`src/rtl/instr_fetch.sv`:
```
// instr_fetch: instruction fetch stage of the single-cycle MIPS core.
// Holds the PC, fetches one word per instruction over a req/ack handshake,
// presents instr/opcode/pc to decode and computes the next PC on retire.
// Optional feature: define FETCH_JUMP_EN to enable pseudo-direct jumps
// (opcode 6'b000010); without it no jump logic is built.
module instr_fetch #(
    parameter logic [31:0] RESET_PC = 32'h0000_0000
) (
    input  logic        clk,
    input  logic        reset,
    output logic        imem_req,
    output logic [31:0] imem_addr,
    input  logic        imem_ack,
    input  logic [31:0] imem_rdata,
    output logic [31:0] instr,
    output logic [5:0]  opcode,
    output logic        instr_valid,
    output logic [31:0] pc,
    input  logic        retire,
    input  logic        branch_eq,
    input  logic        alu_zero
);

    typedef enum logic [1:0] {
        IDLE  = 2'd0,
        FETCH = 2'd1,
        HOLD  = 2'd2
    } state_t;

    state_t      state_reg, state_next;
    logic [31:0] pc_reg, pc_next;
    logic [31:0] instr_reg, instr_next;
    logic        valid_reg, valid_next;

    logic [31:0] pc_plus4;
    logic [31:0] branch_offset;
    logic [31:0] branch_target;
    logic        take_branch;
    logic [31:0] next_pc;

    // Outputs come straight from the held registers; opcode is a plain slice.
    assign imem_addr   = pc_reg;
    assign pc          = pc_reg;
    assign instr       = instr_reg;
    assign opcode      = instr_reg[31:26];
    assign instr_valid = valid_reg;

    // Next-PC candidates, all modulo 2^32.
    assign pc_plus4      = pc_reg + 32'd4;
    assign branch_offset = {{14{instr_reg[15]}}, instr_reg[15:0], 2'b00};
    assign branch_target = pc_plus4 + branch_offset;
    assign take_branch   = branch_eq && alu_zero;

`ifdef FETCH_JUMP_EN
    logic        is_jump;
    logic [31:0] jump_target;

    assign is_jump     = (instr_reg[31:26] == 6'b000010);
    assign jump_target = {pc_plus4[31:28], instr_reg[25:0], 2'b00};

    // Jump outranks a simultaneous taken branch.
    always_comb begin
        next_pc = pc_plus4;
        if (is_jump) begin
            next_pc = jump_target;
        end else if (take_branch) begin
            next_pc = branch_target;
        end
    end
`else
    // Sequential flow unless the branch condition holds.
    always_comb begin
        next_pc = pc_plus4;
        if (take_branch) begin
            next_pc = branch_target;
        end
    end
`endif

    // State register; reset forces IDLE regardless of any handshake in flight.
    always_ff @(posedge clk) begin
        if (reset) begin
            state_reg <= IDLE;
        end else begin
            state_reg <= state_next;
        end
    end

    // Next-state and request: request only while in FETCH.
    always_comb begin
        state_next = state_reg;
        imem_req   = 1'b0;
        case (state_reg)
            IDLE: begin
                state_next = FETCH;
            end
            FETCH: begin
                imem_req = 1'b1;
                if (imem_ack) begin
                    state_next = HOLD;
                end
            end
            HOLD: begin
                if (retire) begin
                    state_next = FETCH;
                end
            end
            default: begin
                state_next = IDLE;
            end
        endcase
    end

    // Datapath next values: capture on ack in FETCH, advance PC on retire in HOLD.
    always_comb begin
        pc_next    = pc_reg;
        instr_next = instr_reg;
        valid_next = valid_reg;
        if (state_reg == FETCH && imem_ack) begin
            instr_next = imem_rdata;
            valid_next = 1'b1;
        end else if (state_reg == HOLD && retire) begin
            pc_next    = next_pc;
            valid_next = 1'b0;
        end
    end

    // Datapath registers; acked data in a reset cycle is discarded.
    always_ff @(posedge clk) begin
        if (reset) begin
            pc_reg    <= RESET_PC;
            instr_reg <= 32'h0000_0000;
            valid_reg <= 1'b0;
        end else begin
            pc_reg    <= pc_next;
            instr_reg <= instr_next;
            valid_reg <= valid_next;
        end
    end

endmodule

```
`config.mk`:
```
export PLATFORM = sky130hd
export DESIGN_NAME = instr_fetch
export DESIGN_NICKNAME = d
export VERILOG_FILES = /design/src/rtl/instr_fetch.sv
export SDC_FILE = /design/constraint.sdc
export NUM_CORES = 1
export LEC_CHECK = 0
export CAP_MARGIN = 20
export CORE_UTILIZATION = 40
export CTS_CLUSTER_DIAMETER = 80
export DETAILED_ROUTE_END_ITERATION = 8
export PLACE_DENSITY = 0.74
export SLEW_MARGIN = 20
export SYNTH_ARGS = -nofsm -noshare
export SYNTH_HDL_FRONTEND = slang
export SYNTH_SLANG_ARGS = --single-unit
```
`constraint.sdc`:
```
create_clock -name clk -period 3.6 [get_ports clk]
set_clock_uncertainty 0.2 [all_clocks]
set_input_delay 0.54 -clock clk [delete_from_list [all_inputs] [get_ports clk]]
set_output_delay 0.54 -clock clk [all_outputs]
set_load 0.02 [all_outputs]
```
* Yosys cells after proc, flatten, opt, wreduce, memory -nomap -nowiden
Cells that the tools add are included.
** Cells by class
- $add $sub $neg :: 2
- Equality and inequality tests :: 4
- Multiplexer cells :: 7
- Bitwise logic cells :: 1
- Reduce and logical (&&, ||, !) cells :: 7
** Operators by type and width (number)
- adder 32 x 3 -> 32 bit, second input constant :: 1
- adder 32 bit :: 1
- two-way mux 32 bit :: 1
- case mux 2 bit (3 select lines) :: 1
- two-way mux 2 bit :: 2
- != test 2 bit, second input constant :: 2
- AND reduction 2 bit :: 2
- logical AND 1 bit :: 3
- two-way mux 1 bit :: 3
- equality test 2 x 1 -> 1 bit, second input constant :: 1
- equality test 2 bit, second input constant :: 1
- logical NOT 2 bit :: 1
- nonzero test 2 bit :: 1
- NOT 1 bit :: 1
** Word-level totals
- Register bits :: 67
- Input port bits :: 38
- Output and inout port bits :: 104
- Logic and storage cells :: 25

* Depth between registers and ports, before layout
Gate-level depths: netlist (run 1).
- Depth in word-level cells :: 4
- Depth in mapped cells :: 17
- Mapped depth without buffers :: 15

* Worst setup path before layout (run 1)
No wires, ideal clock.
- Path type :: register to register
- Start point :: register pc_reg[10] (netlist: imem_addr[10])
- End point :: register pc_reg[31] (netlist: imem_addr[31])
- Setup time :: 0.092 ns
- Arrival time :: 3.469 ns
- Required time :: 3.308 ns
- Setup slack :: -0.162 ns
- Cell stages (with the launch flop) :: 17
- Buffers on the path :: 2
- Period minus slack after synthesis :: 3.762 ns
- Cell sequence :: dfxtp_1 buf_4 and4_1 nand3_1 nor3_4 and3b_1 xor2_1 ha_1 clkbuf_1 a21o_1 nand2_1 nand2_1 a2111oi_0 nor3_1 a21o_1 a221o_1 o32ai_1
** On the way
- Cells in the longest elaborated chain, start to end :: 3
** Ends and longest elaborated chain
- start: declaration :: RTL line 31 : logic [31:0] pc_reg, pc_next;
- start signal: assignment :: RTL line 135 : pc_reg <= pc_next;
- adder 32 x 3 -> 32 bit (*) :: RTL line 49 : assign pc_plus4 = pc_reg + 32'd4;
- adder 32 bit :: RTL line 51 : assign branch_target = pc_plus4 + branch_offset;
- two-way mux 32 bit (*) :: RTL line 74 : if (take_branch) begin
Every way passes the cells marked *; elsewhere a longest branch is shown, timed or not.
A chain may end at the register's enable or synchronous reset.

* Final worst setup path (run 1)
- Start point :: register pc_reg[4] (netlist: imem_addr[4])
- End point :: register pc_reg[27] (netlist: imem_addr[27])
Same word-level chain as after synthesis.

==> results of run 1 <==
-- metrics by stage --
stage	setup TNS (ns)	cells	hold WS (ns)	area, um2
global placement	-0.0335	1018	0.242	6930
finish	0	1039	0.256	7490
global route	-0.241	1039	0.274	7490
CTS	0	1034	0.258	7250
floorplan	0	713	0.290	5270
detailed placement	0	1018	0.249	6930
-- what timing repair did --
action / in CTS / in global routing
resized for setup: 2 / 44
buffers inserted: 0 / 5
pin swaps: 0 / 23
hold buffers: 0 / 0
setup endpoints to repair: 2 / 10
-- power by group --
group          leakage (nW)  total, W  switching [W]  internal (W)
Sequential            0.532  0.000766      0.0000219      0.000744
Combinational          2.38  0.000347       0.000189      0.000158
Clock                 0.150  0.000938       0.000385      0.000552
-- kinds of logic after synthesis --
group	Yosys count	share of synthesized area (%)
compound gates	200	23.5
xor+xnor	47	7.87
fa+ha+maj	38	9.23
buf+inv	84	9.01
flops	65	24.9
mux	3	0.574
other cells	1	0.0717
simple gates	272	24.8
-- worst max-delay path, stage by stage (launching register included) --
cell and delay (ns):
sky130_fd_sc_hd__dfxtp_4 0.34, sky130_fd_sc_hd__nand4_1 0.10, sky130_fd_sc_hd__buf_6 0.14, sky130_fd_sc_hd__or2_4 0.25
sky130_fd_sc_hd__nor3_4 0.20, sky130_fd_sc_hd__buf_6 0.15, sky130_fd_sc_hd__xor2_1 0.15, sky130_fd_sc_hd__ha_1 0.30
sky130_fd_sc_hd__nand4_1 0.14, sky130_fd_sc_hd__nor3_1 0.07, sky130_fd_sc_hd__nand4_1 0.12, sky130_fd_sc_hd__nand4_1 0.19
sky130_fd_sc_hd__a211o_1 0.40, sky130_fd_sc_hd__a221oi_2 0.30, sky130_fd_sc_hd__xor2_1 0.13, sky130_fd_sc_hd__a221oi_1 0.26
-- routing by layer --
layer	GRT usage, %	wire (um)
met1	30.5	7260
met3	6.33	1100
met4	7.69	346
met5	0	0
met2	43.0	7900
-- final cells by class --
| class | instances | area [um2] | area share (%) |
|---|---|---|---|
| Multi-Input combinational cell | 564 | 3680 | 49.1 |
| Timing Repair Buffer | 210 | 1930 | 25.7 |
| Sequential cell | 65 | 1310 | 17.5 |
| Clock buffer | 9 | 225 | 3.01 |
| Tap cell | 172 | 215 | 2.87 |
| Clock inverter | 7 | 86.3 | 1.15 |
| Inverter | 12 | 45.0 | 0.602 |
-- worst max path at each step --
stage	start	endpoint	slack (ns)	cells after the start
after floorplan	imem_addr[4]$_SDFFE_PP0P_	imem_addr[31]$_SDFFE_PP0P_	0.02	16
after global placement	imem_addr[2]$_SDFFE_PP0P_	imem_addr[27]$_SDFFE_PP0P_	-0.03	14
final	imem_addr[4]$_SDFFE_PP0P_	imem_addr[27]$_SDFFE_PP0P_	0.05	15
after CTS	imem_addr[4]$_SDFFE_PP0P_	imem_addr[27]$_SDFFE_PP0P_	0.002	14
after global routing	imem_addr[4]$_SDFFE_PP0P_	imem_addr[27]$_SDFFE_PP0P_	-0.11	15
after detailed placement	imem_addr[2]$_SDFFE_PP0P_	imem_addr[27]$_SDFFE_PP0P_	0.004	14
-- layout by cell type, fill, tap and decap left out, types with 6 or more instances in the layout --
cell                                n
sky130_fd_sc_hd__a221oi_1           6
sky130_fd_sc_hd__inv_1             11
sky130_fd_sc_hd__a21o_1            12
sky130_fd_sc_hd__o21ai_0           39
sky130_fd_sc_hd__a211oi_1          12
sky130_fd_sc_hd__xor2_1            18
sky130_fd_sc_hd__a21oi_1           75
sky130_fd_sc_hd__dfxtp_2            7
sky130_fd_sc_hd__nor2_1            49
sky130_fd_sc_hd__nor3_1            20
sky130_fd_sc_hd__dfxtp_1           57
sky130_fd_sc_hd__and3_1             6
sky130_fd_sc_hd__buf_4             70
sky130_fd_sc_hd__o21a_1             7
sky130_fd_sc_hd__a31oi_1            6
sky130_fd_sc_hd__nand3_1           16
sky130_fd_sc_hd__nand4_1            9
sky130_fd_sc_hd__clkbuf_16          9
sky130_fd_sc_hd__xnor2_1           25
sky130_fd_sc_hd__clkdlybuf4s50_1  136
sky130_fd_sc_hd__nand2_1          123
sky130_fd_sc_hd__ha_1              34
==> impl_results.md, run 1 <==
- Number of buffers between clock root and the deepest sink: 2
- DRC marker count from the first detailed-route iteration: between 200 and 300
- Layout overhead on the synthesized area: 43.1%
- Hold Crit Endpoint: instr[17]$_SDFFE_PP0P_
- Relative slew slack: between 50% and 60%
- Required time of the worst setup path: approximately 3.7 ns
- Part of the Yosys area used for sequential elements: about a quarter
- Clock latency at the later pin of the worst-skew pair: 0.34 ns
- Remaining DRCs: 0
- Total core area: about 0.013 mm2
- Path class of the lowest-slack min-delay path: reg -> reg
- Placement Rows: between 40 and 50
- Startpoint Class: register
- Number of flops mapped to enable cells by yosys: 0
- Power per standard cell area: between 200 and 300 mW/mm2
- Final routed wire length divided by cell count: 16.0 um
- Leak Pwr: 3.06 nW
- Number of distinct library cells after synthesis: between 60 and 70
- Remaining global-route overflow: 0
- Overall die height: 116 um
- Total design power: between 0.002 and 0.0025 W
- Global routing usage summed across all routing layers: 25.0%
- Largest area contributor in the synthesized netlist: sky130_fd_sc_hd__dfxtp_1
- Final setup violation count: 0
- Critical Path End Type: register
- Length in cells of the worst reg-to-reg path: 15
- Shortest clock period the worst path allows after layout: 3.55 ns
- Worst path setup slack after routing: around 0.055 ns
- Placer congestion estimate: between 0.9 and 1
- RSZ-0062 raised after global routing: true
- Antenna-violating nets left: 0
- Critical register-to-register path endpoint: imem_addr[27]$_SDFFE_PP0P_
- Post-CTS clock slew at the launch and capture registers of the worst setup and hold paths: 0.06 ns
- Gate count of the mapped netlist: 710
- Maximum level of the CTS H-tree: 3
- Top cells by instance count after synthesis: sky130_fd_sc_hd__nand2_1, sky130_fd_sc_hd__a21oi_1, sky130_fd_sc_hd__dfxtp_1, sky130_fd_sc_hd__nor2_1, sky130_fd_sc_hd__o21ai_0
- Worst IR drop on VDD: approximately 260 uV
- Die footprint: 0.0135 mm2
- Number of fillers in the final layout: between 1k and 1.5k
- Predominant post-synthesis flop cell: sky130_fd_sc_hd__dfxtp_1
- Starting Density: roughly 41%
- Transition time at the pin with the least slew margin: ~0.67 ns
- CTS Buf Count: 9
- Vias in the first global route: 5320
- Result of the run: completed
- Total length of routed wires: approximately 17000 um
- Vias per inst: 5.37
- Crit path max fanout: 5
- R2R Path Start: imem_addr[4]$_SDFFE_PP0P_
- Fraction of layout instances using a drive strength above 1: 16.7%
- Mean post-synth cell area: about 7.4 um2
- Yosys synthesis warning count: 0
- Area contributors post-synth: sky130_fd_sc_hd__dfxtp_1, sky130_fd_sc_hd__nand2_1, sky130_fd_sc_hd__ha_1, sky130_fd_sc_hd__a21oi_1, sky130_fd_sc_hd__buf_4
- Area share of the leading cell type in the synthesized netlist: between 20% and 30%
- Top-count cell post-synth: sky130_fd_sc_hd__nand2_1
- Arrival time reported for the critical path endpoint: around 3.6 ns
- CTS root buffer: sky130_fd_sc_hd__clkbuf_16
- R2R setup slack: between 0.05 and 0.06 ns
- Via Count: 5579
- WHS Path Cells: 2
- I/O pin count: roughly 140
- Path type of the worst setup path: reg -> reg
- TritonCTS clock tree: done
- Worst setup slack before clock tree synthesis: between 0.004 and 0.005 ns
- Final standard cell utilization of the core: about three fifths
- HPWL Detailed: about 12000 um
- Final Hold Fails: 0
- Nets: about 940
- FF+latch count, synth: between 60 and 70
- Flip-flop count of the largest register after layout: 32
- MaxCap Viol Count: 0
- Final count of pins violating max slew: 0
- Maximum number of pins on one net before global-route repair: 57
- Die width: ~120 um
- First-pass GRT wire length: 26200 um
- First-pass iteration count of the detailed router: 4
- Number of antenna repair diodes: 0
- Post-route clock period utilization: slightly below 100%
- Startpoint of the lowest-slack hold path: instr[17]$_SDFFE_PP0P_
- Share of flip-flops with an asynchronous set or reset after synthesis: 0%
- Num Clock Sinks: 65
- FMAX: 282 MHz
- Antenna violations before repair: 0
- Cell Area, Synth: 0.00523 mm2
- # port buffers: approximately 140
Power figures use the tool's default switching activity.
==> inputs of run 2 (changes only) <==
--- a/config.mk
+++ b/config.mk
@@ -5,12 +5,12 @@
 export SDC_FILE = /design/constraint.sdc
 export NUM_CORES = 1
 export LEC_CHECK = 0
+export ABC_AREA = 1
 export CAP_MARGIN = 20
 export CORE_UTILIZATION = 40
 export CTS_CLUSTER_DIAMETER = 80
 export DETAILED_ROUTE_END_ITERATION = 8
-export PLACE_DENSITY = 0.74
-export SLEW_MARGIN = 20
+export PLACE_DENSITY = 0.72
 export SYNTH_ARGS = -nofsm -noshare
 export SYNTH_HDL_FRONTEND = slang
 export SYNTH_SLANG_ARGS = --single-unit
==> impl_results.md, run 2 <==
- DRC marker count from the first detailed-route iteration: 662
- Number of antenna repair diodes: 0
- HPWL Detailed: 15000 um
- Part of the Yosys area used for sequential elements: 21.5%
- Overall die height: between 100 and 150 um
- WHS Path Cells: 2
- Critical Path End Type: register
- Remaining global-route overflow: 0
- Startpoint of the lowest-slack hold path: instr[19]$_SDFFE_PP0P_
- Path type of the worst setup path: reg -> reg
- Compound-gate portion of the synthesized area: a little over an eighth
- Violated checks: design-rule violations
- Area share of the leading cell type in the synthesized netlist: ~22%
- Flip-flop count of the largest register after layout: 32
- Predominant post-synthesis flop cell: sky130_fd_sc_hd__dfxtp_1
- Die width: 125 um
- Critical register-to-register path endpoint: imem_addr[25]$_SDFFE_PP0P_
- First-pass iteration count of the detailed router: 9
- Dominant combinational cell family by area after synthesis: simple AND/OR/NAND/NOR gates
- Cell Area, Synth: 0.00605 mm2
- R2R setup slack: between 0.3 and 0.4 ns
- I/O pin count: ~140
- Relative slew slack: between 40% and 50%
- Area contributors post-synth: sky130_fd_sc_hd__dfxtp_1, sky130_fd_sc_hd__nand2_1, sky130_fd_sc_hd__nand3_1, sky130_fd_sc_hd__inv_1, sky130_fd_sc_hd__ha_1
- Worst IR drop on VDD: 296 uV
- Arrival time reported for the critical path endpoint: 3.37 ns
- Top cells by instance count after synthesis: sky130_fd_sc_hd__nand2_1, sky130_fd_sc_hd__inv_1, sky130_fd_sc_hd__nand3_1, sky130_fd_sc_hd__a21oi_1
- FF+latch count, synth: 65
- Series of cell instances along the critical path: nand2_1 > nor2_2 > nand2_1 > nor2_2 > nand3_1 > and2_2 > ha_1 > nand2_1 > nor2_1 > inv_1 > nor3_1 > nand3_1 > nand4_1 > nand3_1 > a21oi_1
- Gate count of the mapped netlist: 995
- Number of flops mapped to enable cells by yosys: 0
- FMAX: 303 MHz
- Result of the run: complete, but fails checks
- Largest delay share family, worst path: simple AND/OR/NAND/NOR gates
- Power per standard cell area: around 280 mW/mm2
- Post-cts hold buffer count: 0
- Vias per inst: ~5.3
- Layout overhead on the synthesized area: 26.7%
- MaxCap Viol Count: 0
- First-pass GRT wire length: roughly 31000 um
- CTS root buffer: sky130_fd_sc_hd__clkbuf_16
- Total core area: between 0.01 and 0.015 mm2
- Share of cell area taken by muxes after synthesis: 0%
- Fraction of layout instances using a drive strength above 1: around 7.2%
- Transition time at the pin with the least slew margin: 0.787 ns
- Die footprint: between 0.015 and 0.02 mm2
- Number of buffers added for setup after CTS: 0
- Mean post-synth cell area: slightly above 6 um2
- TritonCTS clock tree: done
- Yosys synthesis warning count: 0
- Number of buffers between clock root and the deepest sink: 2
- Via Count: 6731
- # port buffers: about 140
- Total design power: between 0.002 and 0.0025 W
- Commonest cells after routing, fill and taps aside: sky130_fd_sc_hd__nand2_1, sky130_fd_sc_hd__clkdlybuf4s50_1, sky130_fd_sc_hd__inv_1
- Share of flip-flops with an asynchronous set or reset after synthesis: 0%
- Placer congestion estimate: about 0.97
- Remaining DRCs: 10
- Maximum number of pins on one net before global-route repair: 58
- Largest stage delay, worst path: about 0.53 ns
- Clock latency at the later pin of the worst-skew pair: 0.35 ns
- Number of gates resized after cts: 0
- Launch point of the critical path: imem_addr[15]$_SDFFE_PP0P_
- Antenna violations before repair: 0
- Largest area contributor in the synthesized netlist: sky130_fd_sc_hd__dfxtp_1
- Most frequent standard cell in the layout excluding fill and tap cells: sky130_fd_sc_hd__nand2_1
- Maximum level of the CTS H-tree: 3
- Number of fillers in the final layout: approximately 1.5k
- CTS Buf Count: 9
- Final Hold Fails: 0
- Post-route clock period utilization: 91.6%
- Number of distinct library cells after synthesis: 44
- Final count of pins violating max slew: 0
- Slowest stage cell, crit path: sky130_fd_sc_hd__dfxtp_1
- CP Buf/Inv Count: 1
- Post-CTS clock slew at the launch and capture registers of the worst setup and hold paths: around 0.06 ns
- Final setup violation count: 0
- Post-route setup TNS: 0 ns
- Num Clock Sinks: between 60 and 70
- Post-synthesis adder-cell area fraction: 7.98%
- Total length of routed wires: a little under 20000 um
- Xor-xnor portion of the synthesized cell area: 2.44%
- Antenna-violating nets left: 0
- Starting Density: 41.3%
- Vias in the first global route: 6065
- Length in cells of the worst reg-to-reg path: 15
- Path class of the lowest-slack min-delay path: reg -> reg
- Crit path max fanout: 6
- Startpoint Class: register
- R2R Path Start: imem_addr[15]$_SDFFE_PP0P_
- Simple-gate area share of the yosys netlist: 39.8%
- Leak Pwr: 3.62 nW
- Top-count cell post-synth: sky130_fd_sc_hd__nand2_1
- Placement Rows: between 40 and 50
- Nets: between 1k and 1.5k
- RSZ-0062 raised after global routing: false
- Required time of the worst setup path: roughly 3.7 ns
- Final routed wire length divided by cell count: 15.3 um
- Shortest clock period the worst path allows after layout: 3.30 ns
- Global routing usage summed across all routing layers: about a quarter
- Hold Crit Endpoint: instr[19]$_SDFFE_PP0P_
-- run 2: cell count changes after synthesis, sizes merged, moves of 10 or more --
cell / change
nand3: +88
a211oi: -13
and3: -10
xnor2: -25
nor3: -13
inv: +115
nand2: +168
nor2: +26
-- run 2: metal layers --
| layer | vias to the layer above | global-route usage, % | share of wire (%) |
|---|---|---|---|
| li1 | 3380 | - | - |
| met1 | 3014 | 32.0 | 42 |
| met2 | 306 | 40.9 | 46 |
| met3 | 31 | 6.38 | 9.5 |
| met4 | 0 | 9.11 | 2.8 |
| met5 | - | 0 | 0 |
-- run 2: cells by family after synthesis --
family | after synthesis
buffers and inverters | 195
adders and majority gates | 38
xor gates and xnor gates | 16
other | 1
and+or+nand+nor | 527
DFF | 65
AOI/OAI and AO/OA | 153
-- run 2: worst min-delay path: cells and delay by family (launching register included) --
| kind | cells | cell delay, ns |
|---|---|---|
| flip-flops | 1 | 0.31 |
| AND/OR/NAND/NOR | 1 | 0.06 |
| AO/OA/AOI/OAI | 1 | 0.05 |
-- run 2: how the worst max path moves through the flow --
stage	to	slack [ns]	depth (start not counted)
2_1_floorplan	imem_addr[31]$_SDFFE_PP0P_	0.54	21
3_3_place_gp	imem_addr[27]$_SDFFE_PP0P_	0.37	18
3_5_place_dp	imem_addr[27]$_SDFFE_PP0P_	0.34	18
4_1_cts	imem_addr[27]$_SDFFE_PP0P_	0.31	18
5_1_grt	imem_addr[25]$_SDFFE_PP0P_	0.04	16
6_report	imem_addr[25]$_SDFFE_PP0P_	0.30	15
-- run 2: cell type report --
class	instances	area (um2)	share of cell area, %
flip-flops and latches	65	1300	17.0
well taps	184	230	3.00
clock inverters	7	78.8	1.03
clock buffers	9	225	2.94
repair buffers	152	1480	19.4
inverters	126	473	6.17
multi-input cells	738	3870	50.5
-- run 2: per-stage QoR --
step	std cells	instance area [um2]	setup WS, ns	hold WS (ns)	utilization (%)
after CTS	1281	7660	0.310	0.265	52.3
after global placement	1265	7360	0.365	0.247	50.2
after global routing	1281	7660	0.0363	0.296	52.3
final	1281	7660	0.304	0.263	52.3
after detailed placement	1265	7360	0.339	0.254	50.2
after floorplan	998	6060	0.539	0.297	-
-- run 2: power breakdown --
group | leakage (nW) | internal, W | total (W) | switching (W)
registers | 0.529 | 0.000749 | 0.000787 | 0.0000385
clock network | 0.144 | 0.000544 | 0.000926 | 0.000383
logic | 2.94 | 0.000182 | 0.000420 | 0.000237
